### src/rtl/ray_pkg.sv
// Shared constants for the ray column sequencer: angle units, port widths and FSM encoding.
package ray_pkg;

  localparam int DEG_FULL      = 360;
  localparam int MILLI_PER_DEG = 1000;
  localparam int POS_W         = 13;
  localparam int ANG_W         = 10;

  localparam logic [1:0] S_IDLE = 2'd0;
  localparam logic [1:0] S_LOAD = 2'd1;
  localparam logic [1:0] S_EMIT = 2'd2;
  localparam logic [1:0] S_DONE = 2'd3;

endpackage

### src/rtl/angle_step_unit.sv
// Combinational angle decrement: subtracts STEP_MILLI thousandths with borrow into the
// integer degrees, optionally wrapping the integer from 0 back to 359.
module angle_step_unit
  import ray_pkg::*;
#(
  parameter int STEP_MILLI = 375,
  parameter bit WRAP       = 1'b1
) (
  input  logic signed [ANG_W-1:0] int_in,
  input  logic        [ANG_W-1:0] frac_in,
  output logic signed [ANG_W-1:0] int_out,
  output logic        [ANG_W-1:0] frac_out
);

  localparam logic        [ANG_W-1:0] STEP_V   = ANG_W'(STEP_MILLI);
  localparam logic        [ANG_W-1:0] REFILL_V = ANG_W'(MILLI_PER_DEG - STEP_MILLI);
  localparam logic signed [ANG_W-1:0] TOP_V    = ANG_W'(DEG_FULL - 1);
  localparam logic signed [ANG_W-1:0] ONE_V    = ANG_W'(1);

  logic borrow;

  // Fractions are unsigned 0..999; borrowing adds (1000 - step) rather than going negative.
  assign borrow   = frac_in < STEP_V;
  assign frac_out = borrow ? frac_in + REFILL_V : frac_in - STEP_V;
  assign int_out  = !borrow                   ? int_in :
                    (WRAP && int_in == '0)    ? TOP_V  :
                                                int_in - ONE_V;

endmodule

### src/rtl/ray_column_sequencer.sv
// Per-frame ray sweep: snapshots player/heading on start and emits one ray per column.
// Optional relative-angle outputs enabled by defining RAY_SWEEP_REL_ANGLE_EN.
//
//   state  | meaning
//   IDLE   | waiting for start; inputs latched when start=1
//   LOAD   | normalise heading, preset column 0 angle
//   EMIT   | ray_valid high, advance one column per accepted ray
//   DONE   | frame_done pulse, busy still high
module ray_column_sequencer
  import ray_pkg::*;
#(
  parameter int NUM_COLS     = 160,
  parameter int COL_W        = 8,
  parameter int HALF_FOV_DEG = 30,
  parameter int STEP_MILLI   = 375
) (
  input  logic                    clock,
  input  logic                    reset,
  input  logic                    start,
  input  logic signed [POS_W-1:0] playerX,
  input  logic signed [POS_W-1:0] playerY,
  input  logic signed [ANG_W-1:0] angle_X,
  input  logic signed [ANG_W-1:0] angle_Y,
  input  logic                    ray_ready,
  output logic                    ray_valid,
  output logic        [COL_W-1:0] ray_col,
  output logic signed [ANG_W-1:0] ray_angle_int,
  output logic signed [ANG_W-1:0] ray_angle_frac,
  output logic signed [POS_W-1:0] ray_playerX,
  output logic signed [POS_W-1:0] ray_playerY,
  output logic signed [ANG_W-1:0] ray_rel_int,
  output logic signed [ANG_W-1:0] ray_rel_frac,
  output logic                    busy,
  output logic                    frame_done
);

  localparam logic signed [ANG_W-1:0] DEG_V  = ANG_W'(DEG_FULL);
  localparam logic signed [ANG_W-1:0] HALF_V = ANG_W'(HALF_FOV_DEG);
  localparam logic        [COL_W-1:0] LAST_C = COL_W'(NUM_COLS - 1);
  localparam logic        [COL_W-1:0] ONE_C  = COL_W'(1);

  logic [1:0]              state;
  logic signed [POS_W-1:0] lat_x, lat_y;
  logic signed [ANG_W-1:0] lat_hd_int;
  logic        [ANG_W-1:0] lat_hd_frac;
  logic        [COL_W-1:0] col;
  logic signed [ANG_W-1:0] ang_int, nxt_int;
  logic        [ANG_W-1:0] ang_frac, nxt_frac;
  logic signed [ANG_W-1:0] hd_norm, start_int;

  // Heading integer is taken as two's complement; fraction bits as unsigned 0..999.
  always_comb begin
    hd_norm = lat_hd_int;
    if (lat_hd_int[ANG_W-1])
      hd_norm = lat_hd_int + DEG_V;
    else if (lat_hd_int >= DEG_V)
      hd_norm = lat_hd_int - DEG_V;
    start_int = hd_norm + HALF_V;
    if (start_int >= DEG_V)
      start_int = start_int - DEG_V;
  end

  angle_step_unit #(.STEP_MILLI(STEP_MILLI), .WRAP(1'b1)) u_abs_step (
    .int_in  (ang_int),
    .frac_in (ang_frac),
    .int_out (nxt_int),
    .frac_out(nxt_frac)
  );

  always_ff @(posedge clock) begin
    if (reset) begin
      state       <= S_IDLE;
      lat_x       <= '0;
      lat_y       <= '0;
      lat_hd_int  <= '0;
      lat_hd_frac <= '0;
      col         <= '0;
      ang_int     <= '0;
      ang_frac    <= '0;
    end else begin
      case (state)
        S_IDLE: if (start) begin
          lat_x       <= playerX;
          lat_y       <= playerY;
          lat_hd_int  <= angle_X;
          lat_hd_frac <= angle_Y;
          state       <= S_LOAD;
        end
        S_LOAD: begin
          ang_int  <= start_int;
          ang_frac <= lat_hd_frac;
          col      <= '0;
          state    <= S_EMIT;
        end
        S_EMIT: if (ray_ready) begin
          if (col == LAST_C) begin
            state <= S_DONE;
          end else begin
            col      <= col + ONE_C;
            ang_int  <= nxt_int;
            ang_frac <= nxt_frac;
          end
        end
        default: state <= S_IDLE;
      endcase
    end
  end

`ifdef RAY_SWEEP_REL_ANGLE_EN
  logic signed [ANG_W-1:0] rel_int, nxt_rel_int;
  logic        [ANG_W-1:0] rel_frac, nxt_rel_frac;

  angle_step_unit #(.STEP_MILLI(STEP_MILLI), .WRAP(1'b0)) u_rel_step (
    .int_in  (rel_int),
    .frac_in (rel_frac),
    .int_out (nxt_rel_int),
    .frac_out(nxt_rel_frac)
  );

  always_ff @(posedge clock) begin
    if (reset) begin
      rel_int  <= '0;
      rel_frac <= '0;
    end else if (state == S_LOAD) begin
      rel_int  <= HALF_V;
      rel_frac <= '0;
    end else if (state == S_EMIT && ray_ready && col != LAST_C) begin
      rel_int  <= nxt_rel_int;
      rel_frac <= nxt_rel_frac;
    end
  end

  assign ray_rel_int  = rel_int;
  assign ray_rel_frac = rel_frac;
`else
  assign ray_rel_int  = '0;
  assign ray_rel_frac = '0;
`endif

  assign ray_valid      = (state == S_EMIT);
  assign busy           = (state != S_IDLE);
  assign frame_done     = (state == S_DONE);
  assign ray_col        = col;
  assign ray_angle_int  = ang_int;
  assign ray_angle_frac = ang_frac;
  assign ray_playerX    = lat_x;
  assign ray_playerY    = lat_y;

endmodule

### config.mk
export PLATFORM = sky130hd
export DESIGN_NAME = ray_column_sequencer
export DESIGN_NICKNAME = d
export VERILOG_FILES = /design/src/rtl/ray_pkg.sv /design/src/rtl/angle_step_unit.sv /design/src/rtl/ray_column_sequencer.sv
export SDC_FILE = /design/constraint.sdc
export NUM_CORES = 1
export LEC_CHECK = 0
export ABC_AREA = 1
export ABC_CLOCK_PERIOD_IN_PS = 4910
export CELL_PAD_IN_SITES_DETAIL_PLACEMENT = 1
export CELL_PAD_IN_SITES_GLOBAL_PLACEMENT = 2
export CORE_ASPECT_RATIO = 0.75
export CORE_MARGIN = 3
export CORE_UTILIZATION = 27
export DETAILED_ROUTE_END_ITERATION = 6
export GPL_ROUTABILITY_DRIVEN = 0
export PLACE_DENSITY = 0.91
export SKIP_LAST_GASP = 1
export SYNTH_ARGS = -nofsm -noshare
export SYNTH_HDL_FRONTEND = slang
export SYNTH_SLANG_ARGS = --single-unit
### constraint.sdc
create_clock -name clock -period 4.91 [get_ports clock]
set_input_delay 0.7365 -clock clock [delete_from_list [all_inputs] [get_ports clock]]
set_output_delay 0.7365 -clock clock [all_outputs]
set_load 0.01 [all_outputs]
# Yosys cells after proc, flatten, opt, wreduce, memory -nomap -nowiden
# Index checks and enable logic that the tools add are counted.
dict set report classes {
  n_addsub 8
  n_lt_le_gt_ge 3
  eq_ne 9
  mux 19
  reduce_logical 8
}
# cell n
set op_table {}
lappend op_table {{$mux W10} 10}
lappend op_table {{$pmux W10 S2} 2}
lappend op_table {{$add A10 B10 Y10 const B} 2}
lappend op_table {{$ge A10 B10 Y1 const B} 2}
lappend op_table {{$sub A10 B10 Y10 const B} 2}
lappend op_table {{$mux W8} 2}
lappend op_table {{$pmux W8 S2} 1}
lappend op_table {{$add A10 B6 Y10 const B} 1}
lappend op_table {{$logic_not A10 Y1} 1}
lappend op_table {{$lt A10 B9 Y1 const B} 1}
lappend op_table {{$sub A10 B2 Y10 const B} 1}
lappend op_table {{$sub A10 B9 Y10 const B} 1}
lappend op_table {{$add A8 B1 Y8 const B} 1}
lappend op_table {{$eq A8 B8 Y1 const B} 1}
lappend op_table {{$mux W2} 3}
lappend op_table {{$ne A2 B2 Y1 const B} 3}
lappend op_table {{$pmux W2 S3} 1}
lappend op_table {{$reduce_and A3 Y1} 2}
lappend op_table {{$eq A2 B2 Y1 const B} 2}
lappend op_table {{$ne A2 B1 Y1 const B} 2}
lappend op_table {{$reduce_and A4 Y1} 1}
lappend op_table {{$reduce_bool A2 Y1} 2}
lappend op_table {{$eq A2 B1 Y1 const B} 1}
lappend op_table {{$logic_not A2 Y1} 1}
lappend op_table {{$reduce_and A2 Y1} 1}
dict set report word_totals {
  regBits 76
  inputBits 50
  output_inout_bits 77
  elab_cells 55
}

# Longest topological paths before layout
dict set report depth {
  ltp_word 7
  ltp_mapped 22
  depth_no_buf 22
}

# Hierarchy
# A second synthesis with hierarchy kept.
dict set report unflattened {
  hier_cells 702
  hier_area_um2 4650.7
}
# mod instances cells_each area_each_um2 seq_area_each_um2
set modules_own_cells {}
lappend modules_own_cells {ray_column_sequencer 1 558 3917.5 1521.5}
lappend modules_own_cells {angle_step_unit 1 144 733.2 0.0}

# Worst setup path after synthesis
# Ideal clock, no wire load.
dict set report synth_timing {
  kind {register -> register}
  start {register ang_frac[0] (netlist: ray_angle_frac[0])}
  end {register ang_frac[6] (netlist: ray_angle_frac[6])}
  setup_time_ns 0.130
  arrival_time_ns 2.105
  t_required_ns 4.780
  path_slack_ns 2.674
  stages_incl_launch_ff 15
  path_buffers 0
  synth_period_minus_slack_ns 2.236
  cell_sequence {dfxtp_1 > ha_1 > nand2_1 > inv_1 > nor2_1 > inv_1 > a21oi_1 > inv_1 > a21oi_1 > inv_1 > nor4_1 > a31oi_1 > xor2_1 > o21ai_1 > a21oi_1}
}
dict set report synth_between {
  elab_chain_len 5
  elab_cells_between_ends 7
  cone_classes {add/sub: 2; order compare: 1; mux: 4}
}
# element line
set synth_lines {}
lappend synth_lines {{from (decl)} ray_column_sequencer.sv:48} ;# logic [ANG_W-1:0] ang_frac, nxt_frac;
lappend synth_lines {{from (signal assigned)} ray_column_sequencer.sv:91} ;# ang_frac <= lat_hd_frac;
lappend synth_lines {{from (signal assigned)} ray_column_sequencer.sv:101} ;# ang_frac <= nxt_frac;
lappend synth_lines {{$sub A10 B9 Y10 (tied with other cells)} angle_step_unit.sv:24} ;# assign frac_out = borrow ? frac_in + REFILL_V : frac_in - STEP_V;
lappend synth_lines {{$mux W10 (*)} angle_step_unit.sv:24}
lappend synth_lines {{$mux W10 (*)} ray_column_sequencer.sv:96} ;# if (col == LAST_C) begin
lappend synth_lines {{$mux W10 (*)} ray_column_sequencer.sv:95} ;# S_EMIT: if (ray_ready) begin
lappend synth_lines {{$pmux W10 S2 (*)} ray_column_sequencer.sv:81} ;# case (state)
# Mark *: on every way between the ends. The rest lies on a longest branch, timed or not. The select of a mux whose other input is x is not followed.
# A chain may end at the register's enable or synchronous reset.

# Worst setup path in the final report
dict set report layout_timing {
  start {register state[0]}
  end {register ang_int[8] (netlist: ray_angle_int[8])}
}
dict set report layout_between {
  elab_chain_len 3
  elab_cells_between_ends 8
  cone_classes {eq/ne: 5; mux: 1; reduce/logical: 2}
}
# element line
set layout_lines {}
lappend layout_lines {{from (decl)} ray_column_sequencer.sv:42} ;# logic [1:0] state;
lappend layout_lines {{from (signal assigned)} ray_column_sequencer.sv:72} ;# state <= S_IDLE;
lappend layout_lines {{from (signal assigned)} ray_column_sequencer.sv:87} ;# state <= S_LOAD;
lappend layout_lines {{from (signal assigned)} ray_column_sequencer.sv:93} ;# state <= S_EMIT;
lappend layout_lines {{$eq A2 B2 Y1 / $eq A2 B1 Y1 (equally long branches)} ray_column_sequencer.sv:81}
lappend layout_lines {{$ne A2 B1 Y1 (no source line) (tied with other cells)} --}
lappend layout_lines {{$reduce_and A4 Y1 (no source line)} --}
lappend layout_lines {{to (signal assigned)} ray_column_sequencer.sv:90} ;# ang_int <= start_int;
lappend layout_lines {{to (signal assigned)} ray_column_sequencer.sv:100} ;# ang_int <= nxt_int;
lappend layout_lines {{to (decl)} ray_column_sequencer.sv:47} ;# logic signed [ANG_W-1:0] ang_int, nxt_int;
# Several ways; a longest one is shown, not always the timed one.

==> out/qor.log <==
[cts] number of buffers on the longest clock path 2
[synth] Yosys top cell area share 0.361
[critical_path] highest fanout seen on the critical path 24
[sta] highest clock frequency the design can meet 303 MHz
[sta] Max Clock Skew 0.00594 ns
[run] count of maximum capacitance violations 0
[place] worst slack, placed 1.53 ns
[final_layout] number of fillers in the final layout 1841
[sta] final count of negative-setup-slack endpoints 0
[grt] wire length of the first global-routing pass 22100 um
[drt] average via count per standard cell 4.76
[critical_path] Req. time, crit path 5.11 ns
[power] total power of the final layout 3.44 mW
[critical_path] logic depth of the worst register-to-register path 9
[critical_path] kind of launch point of the worst setup path flip-flop
[synth] dominant combinational cell family by area after synthesis simple AND/OR/NAND/NOR gates
[final_layout] count of nets after finishing 772
[place] HPWL reported at the end of detailed placement 10100 um
[place] total cell area at the placement stage 0.00537 sq mm
[floorplanning] Starting Density 0.284
[drt] number of detailed-route iterations in the first pass 4
[min_path] path category of the worst min-delay check reg2reg
[synth] instance count of the mapped netlist 615
[power] leakage 2.35 nW
[final_layout] Post-Layout Cell Count 914
[grt] via count of the first global-routing pass 4510
[synth] synthesized-area fraction occupied by xor and xnor cells 0.0208
[cts] Clock Sink Count 76
[sta] actual slew at the worst max-slew pin 0.958 ns
[grt] maximum number of pins on one net before global-route repair 59
[cts] CTS tree built
[synth] Main synth FF type dfxtp_1
[sta] aggregate negative setup slack 0 ns
[final_layout] summed area of non-filler cells in the final layout 0.00568 sq mm
[place] number of placed instances, taps included 898
[drt] routed vias 4351
[power] maximum ir drop on the vdd rail 187 uV
[synth] proportion of synthesized area in mux cells 0
[floorplanning] core region area 0.0149 sq mm
[critical_path] element type at the critical path end flip-flop
[cts] later-pin clock latency in the skew report 0.34 ns
[floorplanning] die boundary width 150 um
[cts] number of gates resized after cts 0
[run_status] result of the run complete, no violations
[sta] final count of pins violating max slew 0
[grt] total routing resource utilization after global routing 0.159
[synth] proportion of synthesized flip-flops having asynchronous set or reset 0
[min_path] Cells on Worst Hold Path 2
[sta] minimum period implied by the final worst setup slack 3.30 ns
[floorplanning] area of the die 0.0172 sq mm
[floorplanning] Chip Height 114 um
[sta] share of the clock period used by the worst path 0.672
[floorplanning] number of rows in the core area 38
[drt] DR iter-0 viols 159
[synth] top cell type by total area after synthesis dfxtp_1
[synth] unique cell type count in the Yosys netlist 39
[sta] worst path setup slack after routing 1.61 ns
[synth] adder-cell share of the synthesized area 0.0385
[critical_path] type of the setup path with the least slack reg2reg
[synth] number of enable flip-flop cells after synthesis 0
[cts] Post-CTS Setup Inserts 0
[drt] WL per Instance 14.7 um
[synth] mean area per synthesized cell 6.86 sq um
[synth] count leader, synth nor2_1
[final_layout] # diodes 0
[synth] Post-Syn Area 0.00422 sq mm
[drt] DRT antenna net count 0
[sta] number of failing hold endpoints at the final stage 0
[synth] yosys warns 0
[synth] part of the Yosys area used for sequential elements 0.361
[drt] wirelength, routed 13400 um
[synth] synthesized-area fraction occupied by ao, oa, aoi and oai cells 0.194
[critical_path] arrival time at the worst endpoint 3.51 ns
[grt] antenna violations before repair 1
[grt] overflow left after global routing 0
[cts] cell at the root of the clock tree clkbuf_16
[cts] number of hold buffers added after cts 0
[final_layout] relative area change from synthesis to final layout 34.7%
[place] port bufs 106
[synth] flip-flop and latch count after synthesis 76
[sta] setup repair after global routing missed its margin false
[synth] Post-Synth Simple-Gate Area 0.274
[cts] Clock transition at path regs 0.07 ns
[cts] CTS buffer count 9
[floorplanning] Top-Level Pins 127
[final_layout] fraction of layout cells with a size suffix above 1 0.0616
[synth] top cells by area in the synthesized netlist dfxtp_1, nor2_1, o21ai_0
[sta] Slew headroom 0.358
[drt] final routed DRC violation total 0
[cts] htree depth 3
[synth] top cell types by occurrence after synthesis nor2_1, nand2_1, o21ai_0
[power] power density over the cells 605 mW/mm^2
layout by cell type (no fill, tap or decap), types with 3 or more instances in the layout:
| cell type | instances |
|---|---|
| a211oi_1 | 3 |
| a21oi_1 | 48 |
| a31oi_1 | 5 |
| buf_4 | 3 |
| clkbuf_16 | 9 |
| clkdlybuf4s50_1 | 106 |
| conb_1 | 20 |
| dfxtp_1 | 76 |
| ha_1 | 13 |
| inv_1 | 54 |
| inv_2 | 3 |
| inv_6 | 3 |
| nand2_1 | 81 |
| nand2_2 | 8 |
| nand3_1 | 22 |
| nand3_2 | 3 |
| nand3_4 | 3 |
| nand4_1 | 10 |
| nor2_1 | 115 |
| nor2_2 | 4 |
| nor3_1 | 6 |
| o21ai_0 | 77 |
| o21ai_1 | 7 |
| o221ai_1 | 4 |
| xnor2_1 | 3 |
| xor2_1 | 7 |
power breakdown:
part | internal [mW] | leakage (nW) | switching [mW]
Sequential | 0.796 | 0.626 | 0.174
Clock | 0.413 | 0.154 | 0.284
Combinational | 0.700 | 1.57 | 1.07
layer usage:
metal	part of all wire	wire, um	GRT usage
met1	0.47	6260	0.199
met5	0.00097	13	0
met2	0.44	5860	0.255
met3	0.084	1130	0.0661
met4	0.012	163	0.0402
path summary, 6_finish.rpt:
| check | from | endpoint | slack, ns |
|---|---|---|---|
| worst min register to register | ray_playerY[11] | ray_playerY[11] | 0.48 |
| worst max-delay path | state[0] | ray_angle_int[8] | 1.61 |
| worst max register to register | state[0] | ray_angle_int[8] | 1.61 |
| worst min-delay path | ray_playerY[11] | ray_playerY[11] | 0.48 |
registers in the layout (all words and copies together), names as in the netlist:
name	count
ray_playerX	13
lat_hd_frac	10
state	2
ray_playerY	13
ray_angle_frac	10
lat_hd_int	10
ray_angle_int	10
ray_col	8
area by class of cell:
class,count,area [sq um],share of cell area
Clock buffer,10,239,0.0421
Clock inverter,6,70.1,0.0123
Inverter,58,218,0.0383
Multi-Input combinational cell,455,2300,0.405
Sequential cell,76,1520,0.268
Tap cell,200,250,0.0440
Timing Repair Buffer,109,1080,0.191
per-stage QoR:
stage           util  hold slack (ns)
2_1_floorplan      -            0.430
3_3_place_gp   0.361            0.463
3_5_place_dp   0.361            0.473
4_1_cts        0.382            0.486
5_1_grt        0.382            0.519
6_report       0.382            0.479
critical path: stages, from the launching register on:
cell     delay, ns
dfxtp_1       0.34
inv_1         0.11
ha_1          0.72
inv_1         0.59
nor2_1        0.21
nor2_1        0.11
a21oi_1       0.44
inv_1         0.34
o21ai_0       0.24
a31oi_1       0.06
cell families after synthesis:
group / count (synthesis)
other: 1
AND/OR/NAND/NOR: 259
AO/OA/AOI/OAI: 153
XOR/XNOR: 10
adder cells (fa/ha/maj): 13
buffers and inverters: 103
flip-flops: 76
(Power assumes the default switching activity.)
